$ cat src/rtl/skein_pkg.sv
// Shared types and helpers for the skein512 nonce sweep logic.
package skein_pkg;

    typedef enum logic [1:0] {
        ST_IDLE  = 2'd0,
        ST_RUN   = 2'd1,
        ST_DRAIN = 2'd2
    } state_t;

    localparam int LATENCY_DEFAULT = 182;

    // Byte-reverse of a 64-bit word; turns the last hash word into its little-endian value.
    function automatic logic [63:0] le64(input logic [63:0] i_x);
        logic [63:0] r_y;
        for (int i = 0; i < 8; i++) begin
            r_y[8*i +: 8] = i_x[8*(7-i) +: 8];
        end
        return r_y;
    endfunction

endpackage

$ cat src/rtl/skein_nonce_fifo.sv
// Golden-nonce queue: synchronous FIFO, 32-bit entries, push accepted when full if a pop happens in the same cycle.
module skein_nonce_fifo
    import skein_pkg::*;
#(
    parameter int FIFO_DEPTH = 4
) (
    input  logic        clk,
    input  logic        rst_n,
    input  logic        i_push,
    input  logic [31:0] i_data,
    input  logic        i_pop,
    output logic        o_full,
    output logic        o_empty,
    output logic [31:0] o_head
);

    localparam int AW = (FIFO_DEPTH > 1) ? $clog2(FIFO_DEPTH) : 1;

    logic [31:0]   r_mem [FIFO_DEPTH];
    logic [AW-1:0] r_wr_ptr;
    logic [AW-1:0] r_rd_ptr;
    logic [AW:0]   r_count;

    logic w_do_pop;
    logic w_do_push;

    assign o_full    = (r_count == (AW+1)'(FIFO_DEPTH));
    assign o_empty   = (r_count == '0);
    assign o_head    = r_mem[r_rd_ptr];
    assign w_do_pop  = i_pop && !o_empty;
    // When full, the slot being written is the one being popped this cycle.
    assign w_do_push = i_push && (!o_full || w_do_pop);

    always_ff @(posedge clk or negedge rst_n) begin
        if (!rst_n) begin
            for (int i = 0; i < FIFO_DEPTH; i++) begin
                r_mem[i] <= '0;
            end
            r_wr_ptr <= '0;
            r_rd_ptr <= '0;
            r_count  <= '0;
        end else begin
            if (w_do_push) begin
                r_mem[r_wr_ptr] <= i_data;
                r_wr_ptr        <= r_wr_ptr + 1'b1;
            end
            if (w_do_pop) begin
                r_rd_ptr <= r_rd_ptr + 1'b1;
            end
            case ({w_do_push, w_do_pop})
                2'b10:   r_count <= r_count + 1'b1;
                2'b01:   r_count <= r_count - 1'b1;
                default: r_count <= r_count;
            endcase
        end
    end

endmodule

$ cat src/rtl/skein_nonce_check.sv
// Nonce sweeper and hash-result checker around the two-phase skein512 pipeline.
module skein_nonce_check
    import skein_pkg::*;
#(
    parameter int LATENCY    = LATENCY_DEFAULT,
    parameter int FIFO_DEPTH = 4
) (
    input  logic         clk,
    input  logic         rst_n,
    input  logic         start,
    input  logic [31:0]  nonce_first,
    input  logic [31:0]  nonce_last,
    input  logic [63:0]  target,
    output logic [31:0]  nonce,
    input  logic [511:0] hash,
    output logic         busy,
    output logic         done,
    output logic         found_valid,
    output logic [31:0]  found_nonce,
    input  logic         found_ready,
    output logic         overflow,
    output logic [1:0]   dbg_state
);

    state_t              r_state;
    logic                r_phase;
    logic [31:0]         r_nonce;
    logic [31:0]         r_last;
    logic [63:0]         r_target;
    logic [31:0]         r_chk_nonce;
    logic [LATENCY-1:0]  r_tags;
    logic                r_busy;
    logic                r_done;
    logic                r_overflow;

    logic                r_cmp_vld;
    logic [63:0]         r_cmp_val;
    logic [31:0]         r_cmp_nonce;

    logic                w_launch;
    logic [LATENCY-1:0]  w_tags_next;
    logic                w_tag_out;
    logic                w_golden;
    logic                w_fifo_full;
    logic                w_fifo_empty;
    logic                w_pop;
    logic                w_drop;
    logic                w_unused_hash;

    assign w_launch      = (r_state == ST_RUN) && r_phase;
    assign w_tags_next   = {r_tags[LATENCY-2:0], w_launch};
    assign w_tag_out     = r_tags[LATENCY-1];
    assign w_golden      = r_cmp_vld && (r_cmp_val <= r_target);
    assign w_drop        = w_golden && w_fifo_full && !w_pop;
    assign w_unused_hash = ^hash[511:64];

    // Result port: found_nonce is the queue head while found_valid is high; the head
    // is consumed on any cycle with found_valid && found_ready, and both stay stable until then.
    assign found_valid = !w_fifo_empty;
    assign w_pop       = found_valid && found_ready;

    assign nonce     = r_nonce;
    assign busy      = r_busy;
    assign done      = r_done;
    assign overflow  = r_overflow;
    assign dbg_state = r_state;

    always_ff @(posedge clk or negedge rst_n) begin
        if (!rst_n) begin
            r_state     <= ST_IDLE;
            r_phase     <= 1'b0;
            r_nonce     <= '0;
            r_last      <= '0;
            r_target    <= '0;
            r_chk_nonce <= '0;
            r_tags      <= '0;
            r_busy      <= 1'b0;
            r_done      <= 1'b0;
            r_overflow  <= 1'b0;
        end else begin
            r_phase <= ~r_phase;
            r_tags  <= w_tags_next;
            r_done  <= 1'b0;
            if (w_tag_out) begin
                r_chk_nonce <= r_chk_nonce + 32'd1;
            end
            case (r_state)
                ST_IDLE: begin
                    if (start) begin
                        r_last      <= nonce_last;
                        r_target    <= target;
                        r_nonce     <= nonce_first;
                        r_chk_nonce <= nonce_first;
                        r_overflow  <= 1'b0;
                        r_busy      <= 1'b1;
                        r_state     <= ST_RUN;
                    end
                end
                ST_RUN: begin
                    // Each nonce is held over a full phase pair, so it steps right after its launch.
                    if (w_launch) begin
                        if (r_nonce == r_last) begin
                            r_state <= ST_DRAIN;
                        end else begin
                            r_nonce <= r_nonce + 32'd1;
                        end
                    end
                end
                ST_DRAIN: begin
                    if (w_tags_next == '0) begin
                        r_done  <= 1'b1;
                        r_busy  <= 1'b0;
                        r_state <= ST_IDLE;
                    end
                end
                default: begin
                    r_busy  <= 1'b0;
                    r_state <= ST_IDLE;
                end
            endcase
            if (w_drop) begin
                r_overflow <= 1'b1;
            end
        end
    end

    // Hash is registered together with its tag and owning nonce; the compare uses these registers.
    always_ff @(posedge clk or negedge rst_n) begin
        if (!rst_n) begin
            r_cmp_vld   <= 1'b0;
            r_cmp_val   <= '0;
            r_cmp_nonce <= '0;
        end else begin
            r_cmp_vld   <= w_tag_out;
            r_cmp_val   <= le64(hash[63:0]);
            r_cmp_nonce <= r_chk_nonce;
        end
    end

    skein_nonce_fifo #(
        .FIFO_DEPTH (FIFO_DEPTH)
    ) u_fifo (
        .clk     (clk),
        .rst_n   (rst_n),
        .i_push  (w_golden),
        .i_data  (r_cmp_nonce),
        .i_pop   (w_pop),
        .o_full  (w_fifo_full),
        .o_empty (w_fifo_empty),
        .o_head  (found_nonce)
    );

endmodule

$ cat config.mk
export PLATFORM = sky130hd
export DESIGN_NAME = skein_nonce_check
export DESIGN_NICKNAME = d
export VERILOG_FILES = /design/src/rtl/skein_pkg.sv /design/src/rtl/skein_nonce_fifo.sv /design/src/rtl/skein_nonce_check.sv
export SDC_FILE = /design/constraint.sdc
export NUM_CORES = 1
export LEC_CHECK = 0
export BUFFER_PORTS_ARGS = -buffer_cell sky130_fd_sc_hd__buf_2
export CAP_MARGIN = 20
export CORE_AREA = 2 2 278 280
export CTS_CLUSTER_DIAMETER = 50
export DETAILED_ROUTE_END_ITERATION = 16
export DIE_AREA = 0 0 280 282
export PLACE_DENSITY = 0.59
export SLEW_MARGIN = 10
export SYNTH_ARGS = -nofsm -noshare
export SYNTH_HDL_FRONTEND = slang
export SYNTH_SLANG_ARGS = --single-unit
$ cat constraint.sdc
create_clock -name clk -period 3.7 [get_ports clk]
set_clock_uncertainty 0.05 [all_clocks]
set_input_delay 0.37 -clock clk [delete_from_list [all_inputs] [get_ports clk]]
set_output_delay 0.37 -clock clk [all_outputs]
set_load 0.02 [all_outputs]
==> results of run 1 <==
-- worst reg2reg max path, delay by kind of cell (launching register included) --
family	cells	cell delay [ns]
adder cells (fa/ha/maj)	3	0.84
AO/OA/AOI/OAI	2	0.40
buffers and inverters	4	0.35
AND/OR/NAND/NOR	6	1.12
XOR/XNOR	2	0.30
flip-flops	1	0.32
-- flip-flops by register name, summed over array words and instances (netlist names) --
signal,cells
dbg_state,2
u_fifo.r_wr_ptr,2
r_cmp_vld,1
r_phase,1
u_fifo.r_mem,128
nonce,32
busy,1
r_chk_nonce,32
r_cmp_nonce,32
r_cmp_val,64
r_last,32
overflow,1
u_fifo.r_count,3
done,1
r_tags,182
u_fifo.r_rd_ptr,2
r_target,64
-- what timing repair did --
action / 4_1_cts / 5_1_grt
setup buffers: 0 / 2
hold buffers: 177 / 0
hold endpoints to repair: 257 / 0
setup endpoints to repair: 0 / 1
resized for setup: 0 / 5
-- worst max path at each step --
stage	from	cells after the start	slack [ns]	end
after floorplan	r_cmp_val[62]$_DFF_PN0_	15	0.41	u_fifo.r_count[2]$_DFFE_PN0P_
after global placement	r_target[62]$_DFFE_PN0P_	17	0.32	u_fifo.r_count[2]$_DFFE_PN0P_
after detailed placement	r_cmp_val[62]$_DFF_PN0_	16	0.23	u_fifo.r_count[2]$_DFFE_PN0P_
after CTS	r_target[61]$_DFFE_PN0P_	17	0.20	u_fifo.r_count[2]$_DFFE_PN0P_
after global routing	r_target[1]$_DFFE_PN0P_	14	0.006	u_fifo.r_count[1]$_DFFE_PN0P_
final	r_target[54]$_DFFE_PN0P_	17	0.25	u_fifo.r_count[2]$_DFFE_PN0P_
-- synth_stat cells (all sizes together) (3+ instances only) --
library cell / instances
dfrtp: 580
nand2: 263
mux2: 130
o21ai: 129
a21oi: 83
inv: 81
ha: 71
nor4: 63
xor2: 55
clkbuf: 50
nor2: 45
nand3: 39
nand4: 34
mux4: 32
buf: 16
o22ai: 16
nor3: 14
xnor2: 14
and3: 13
a211oi: 4
a221oi: 3
a31oi: 3
nor2b: 3
o211ai: 3
-- layout make-up --
| type | count | area, um2 | share of cell area |
|---|---|---|---|
| clock buffers | 83 | 1820 | 0.0617 |
| flip-flops and latches | 580 | 14500 | 0.493 |
| multi-input cells | 1047 | 7450 | 0.253 |
| inverters | 81 | 304 | 0.0103 |
| diodes | 3 | 7.51 | 0.000255 |
| repair buffers | 472 | 3480 | 0.118 |
| clock inverters | 42 | 638 | 0.0217 |
| well taps | 978 | 1220 | 0.0416 |
-- metrics by stage --
stage,util,std cells,hold slack (ns),area [um2]
2_1_floorplan,-,1774,0.0244,22500
3_5_place_dp,0.332,2979,0.309,25200
3_3_place_gp,0.332,2979,0.309,25200
6_report,0.389,3286,0.0229,29400
5_1_grt,0.389,3285,0.0436,29400
4_1_cts,0.388,3281,0.00177,29400
-- where the power goes --
part	internal [mW]	switching [mW]	total (mW)
registers	6.68	0.354	7.03
logic	0.614	0.888	1.50
clock network	4.31	2.88	7.19
-- per-layer routing --
metal | vias to the layer above | global-route usage | routed length [um]
li1 | 7132 | - | -
met1 | 7920 | 0.223 | 28700
met2 | 455 | 0.228 | 27100
met3 | 122 | 0.0505 | 4710
met4 | 10 | 0.0539 | 1680
met5 | - | 0 | 67
-- kinds of logic (layout without fill, tap and decap cells) --
family | count (synthesis) | in the layout | synth area share
buf+inv | 147 | 678 | 0.0285
other cells | 0 | 3 | 0
compound gates | 253 | 253 | 0.0607
xor+xnor | 69 | 69 | 0.0268
simple gates | 490 | 490 | 0.102
mux | 163 | 163 | 0.0983
fa+ha+maj | 72 | 72 | 0.0403
flops | 580 | 580 | 0.644
==> metrics.cfg, run 1 <==
[final_layout]
drive_gt1_frac=0.256
fill_cells=7040
final_common_cell=dfrtp_1
area_growth_pct=30.6
layout_common_cells=dfrtp_1 (579), buf_2 (264), nand2_1 (263), dlygate4sd3_1 (177), o21ai_0 (129)
fin_nets=2966

[worst_setup_path]
worstSetupStartpointType=flip-flop
worstPathMaxFanout=3
path_delay_family=simple AND/OR/NAND/NOR gates
worstReg2RegStart=r_target[54]$_DFFE_PN0P_
reg2reg_depth=17
cp-end-kind=flip-flop
crit_arrival_ns=3.95
path_common_cell=inv_1
path_cells=inv_1, ha_1, nand4_1, nor4_4, buf_4, nand2_1, nor4_2, a211oi_1, a21oi_4, nor2b_1, inv_1, ha_1, inv_1, fa_1, xor2_1, nor2_1, xor2_1
crit_type=flip-flop to flip-flop
slowest_delay_ns=0.37
worst_path_max_delay_cell=fa_1
critPathBufInv=4
cp.required_ns=4.20
reg2reg_to=u_fifo.r_count[2]$_DFFE_PN0P_
rrSetupSlack_ns=0.25

[power_and_ir_drop]
p_leak_nw=14.0
cellPowerDensity_nw_per_um2=534
vdd_drop_max_mv=0.330
finalPower_mw=15.7

[logic_synthesis]
synthTopCellsByArea=dfrtp_1 (64%), mux2_2 (6.1%), nand2_1 (4.4%)
syn_inst=1774
ys_ff_latch=580
synth_edf_count=0
synthesis.nets=2490
yosys_most_used_dff=dfrtp_1
synth_area_um2=22500
synth_top_cell_by_area=dfrtp_1
avgSynthCellArea_um2=12.7
yosysSeqAreaShare=0.644
async_flop_share=1.00
synth_cell_types=52
synth_top_area_frac=0.644
ys.warnings.count=0

[floorplan]
row_count=101
die_width_um=280
die_area_um2=79000
fp.dieH_um=282
core_um2=75700
io_pins=714
start_util=0.298

[sta]
period_needed_ns=3.45
max_slew_margin=0.240
finalSetupTns_ns=0
hold_viol_final=0
finalCritPeriodShare=0.933
rsz0062_at_grt=no
post-route-worst-setup-slack_ns=0.248
worst_slew_pin_slew_ns=1.14
fmax_mhz=290
maxSlewViolCount=0
setup_viol=0

[grt]
gr-total-overflow=0
track_usage=0.158
grt_pass1_vias=16300
grt_pass1_wl_um=95400
grt_max_degree=222
antenna_found_initial=10

[clock_network]
htreeDepth=3
insertion_delay_ns=0.63
cts_tree=done
clock-sinks=580
clock_path_buffers=3
ctsRootBufferMaster=clkbuf_16
cts_made_buffers=68
clk_pin_slew_worst_paths_ns=0.06

[drt]
drtIter0Drc=1058
dr.pass1.iters=5
drc=0
vias_per_cell=4.76
ant_nets=0
via_count=15600
wl_per_cell_um=18.9
routed_wl_um=62200

[place]
portBuffers=265
post-place-ws_ns=0.227
dp_hpwl_um=42100
gp_congestion=0.848

[flow_run]
max-cap-violations=0

[status]
outcome=finished clean

[min_path]
min_to=r_chk_nonce[27]$_DFF_PN0_
hold_path_startpoint=nonce_first[27]
hp-class=input port to flip-flop
min_path_cells=3

Power figures use the tool's default switching activity.
==> inputs of run 2 (changes only) <==
--- a/config.mk
+++ b/config.mk
@@ -14,2 +14,3 @@
 export PLACE_DENSITY = 0.59
+export SKIP_LAST_GASP = 1
 export SLEW_MARGIN = 10
==> constraint.sdc (replaced) <==
create_clock -name clk -period 3.7 [get_ports clk]
set_clock_uncertainty 0.05 [all_clocks]
set_input_delay 0.555 -clock clk [delete_from_list [all_inputs] [get_ports clk]]
set_output_delay 0.555 -clock clk [all_outputs]
set_load 0.02 [all_outputs]
==> metrics.cfg, run 2 (synthesis results as in run 1) <==
[clock_network]
clock_path_buffers=3
cts_made_buffers=66
insertion_delay_ns=0.60
clk_pin_slew_worst_paths_ns=0.06
ctsRootBufferMaster=clkbuf_16
clock-sinks=580
cts_tree=done
htreeDepth=3

[grt]
antenna_found_initial=14
grt_pass1_wl_um=90600
grt_pass1_vias=15700
gr-total-overflow=0
grt_max_degree=98
track_usage=0.150

[drt]
via_count=15000
ant_nets=0
wl_per_cell_um=18.7
drc=0
vias_per_cell=4.75
routed_wl_um=59000
dr.pass1.iters=5
drtIter0Drc=903

[floorplan]
io_pins=714
start_util=0.298
die_area_um2=79000
fp.dieH_um=282
row_count=101
core_um2=75700
die_width_um=280

[place]
gp_congestion=0.855
dp_hpwl_um=42200
dp_cells=2979
portBuffers=265

[final_layout]
final_cell_count_no_fill=3155
layout_common_cells=dfrtp_1 (579), buf_2 (264), nand2_1 (263), o21ai_0 (129), mux2_2 (123)
drive_gt1_frac=0.265
reg_top3=r_tags x182, u_fifo.r_mem x128
area_growth_pct=23.9
regMostFlops=r_tags
largest_reg_flops=182
fill_cells=7286
fin_nets=2840
final_util=0.369
final_common_cell=dfrtp_1

[worst_setup_path]
worstPathMaxFanout=3
worstSetupStartpointType=flip-flop
crit_arrival_ns=3.89
crit_type=flip-flop to flip-flop
cp.required_ns=4.16
cp-end-kind=flip-flop

[sta]
max_slew_margin=0.411
fmax_mhz=292
rsz0062_at_grt=no
setup_viol=0
hold_viol_final=0
worst_slew_pin_slew_ns=0.883
maxSlewViolCount=0
finalCritPeriodShare=0.925
period_needed_ns=3.42
finalSetupTns_ns=0

[status]
outcome=finished clean

[power_and_ir_drop]
p_leak_nw=13.4
vdd_drop_max_mv=0.287
finalPower_mw=15.0
cellPowerDensity_nw_per_um2=536

[flow_run]
max-cap-violations=0

[min_path]
hp-class=input port to flip-flop

## run 2: changes by cell type in the layout (fill, tap and decap cells not counted), sizes merged
cell,previous run,this run
buf,295,294
bufinv,10,4
clkbuf,83,92
clkinv,22,10
clkinvlp,2,4
diode,3,5
dlygate4sd3,177,54
inv,89,87
## run 2: metrics by stage
step,cell area [um2],worst slack (ns),hold slack (ns)
2_1_floorplan,22500,0.409,0.209
3_3_place_gp,25200,0.355,0.308
3_5_place_dp,25200,0.231,0.309
4_1_cts,27900,0.213,0.00162
5_1_grt,27900,0.0238,0.00409
6_report,27900,0.277,0.0373
## run 2: final timing paths
check | start | slack (ns) | to | cells past startpoint
max in group asynchronous | rst_n | 2.07 | r_last[2]$_DFFE_PN0P_ | 3
min | hash[5] | 0.04 | r_cmp_val[61]$_DFF_PN0_ | 1
max | r_target[43]$_DFFE_PN0P_ | 0.28 | u_fifo.r_count[2]$_DFFE_PN0P_ | 16
min in group asynchronous | rst_n | 0.53 | r_target[54]$_DFFE_PN0P_ | 2
max reg2reg | r_target[43]$_DFFE_PN0P_ | 0.28 | u_fifo.r_count[2]$_DFFE_PN0P_ | 16
min reg2reg | r_tags[12]$_DFF_PN0_ | 0.31 | r_tags[13]$_DFF_PN0_ | 0
## run 2: area by class of cell
type | instances | area (um2) | area share
well taps | 978 | 1220 | 0.0438
repair buffers | 348 | 2240 | 0.0803
flip-flops and latches | 580 | 14500 | 0.520
clock inverters | 24 | 293 | 0.0105
multi-input cells | 1047 | 7410 | 0.265
inverters | 81 | 304 | 0.0109
diodes | 5 | 12.5 | 0.000448
clock buffers | 92 | 1930 | 0.0692
## run 2: routing by layer
layer  up-vias  wire, um  track usage
li1       6892         -            -
met1      7563     27100        0.208
met2       410     25300        0.218
met3       105      5040       0.0563
met4         6      1430       0.0451
met5         -        37            0
## run 2: what timing repair did
item / CTS / global route
hold buffers: 54 / 0
gates resized for setup: 0 / 0
setup buffers: 0 / 1
endpoints found under the hold margin: 117 / 0
endpoints found under the setup margin: 0 / 1
## run 2: report_power, final
group / switching [mW] / total, mW / internal [mW]
combinational: 0.832 / 1.35 / 0.518
clock: 2.62 / 6.59 / 3.97
sequential: 0.357 / 7.04 / 6.68
## run 2: critical path, cell delays in order, from the launching register on
cell,delay [ns]
dfrtp_1,0.33
inv_1,0.07
ha_1,0.31
nand4_1,0.16
nor4_1,0.40
nand2_1,0.15
nor4_2,0.32
a211oi_1,0.15
a21oi_4,0.20
nor2b_1,0.09
inv_1,0.06
ha_1,0.17
inv_1,0.06
fa_1,0.38
xor2_1,0.16
nor2_1,0.13
xor2_1,0.15
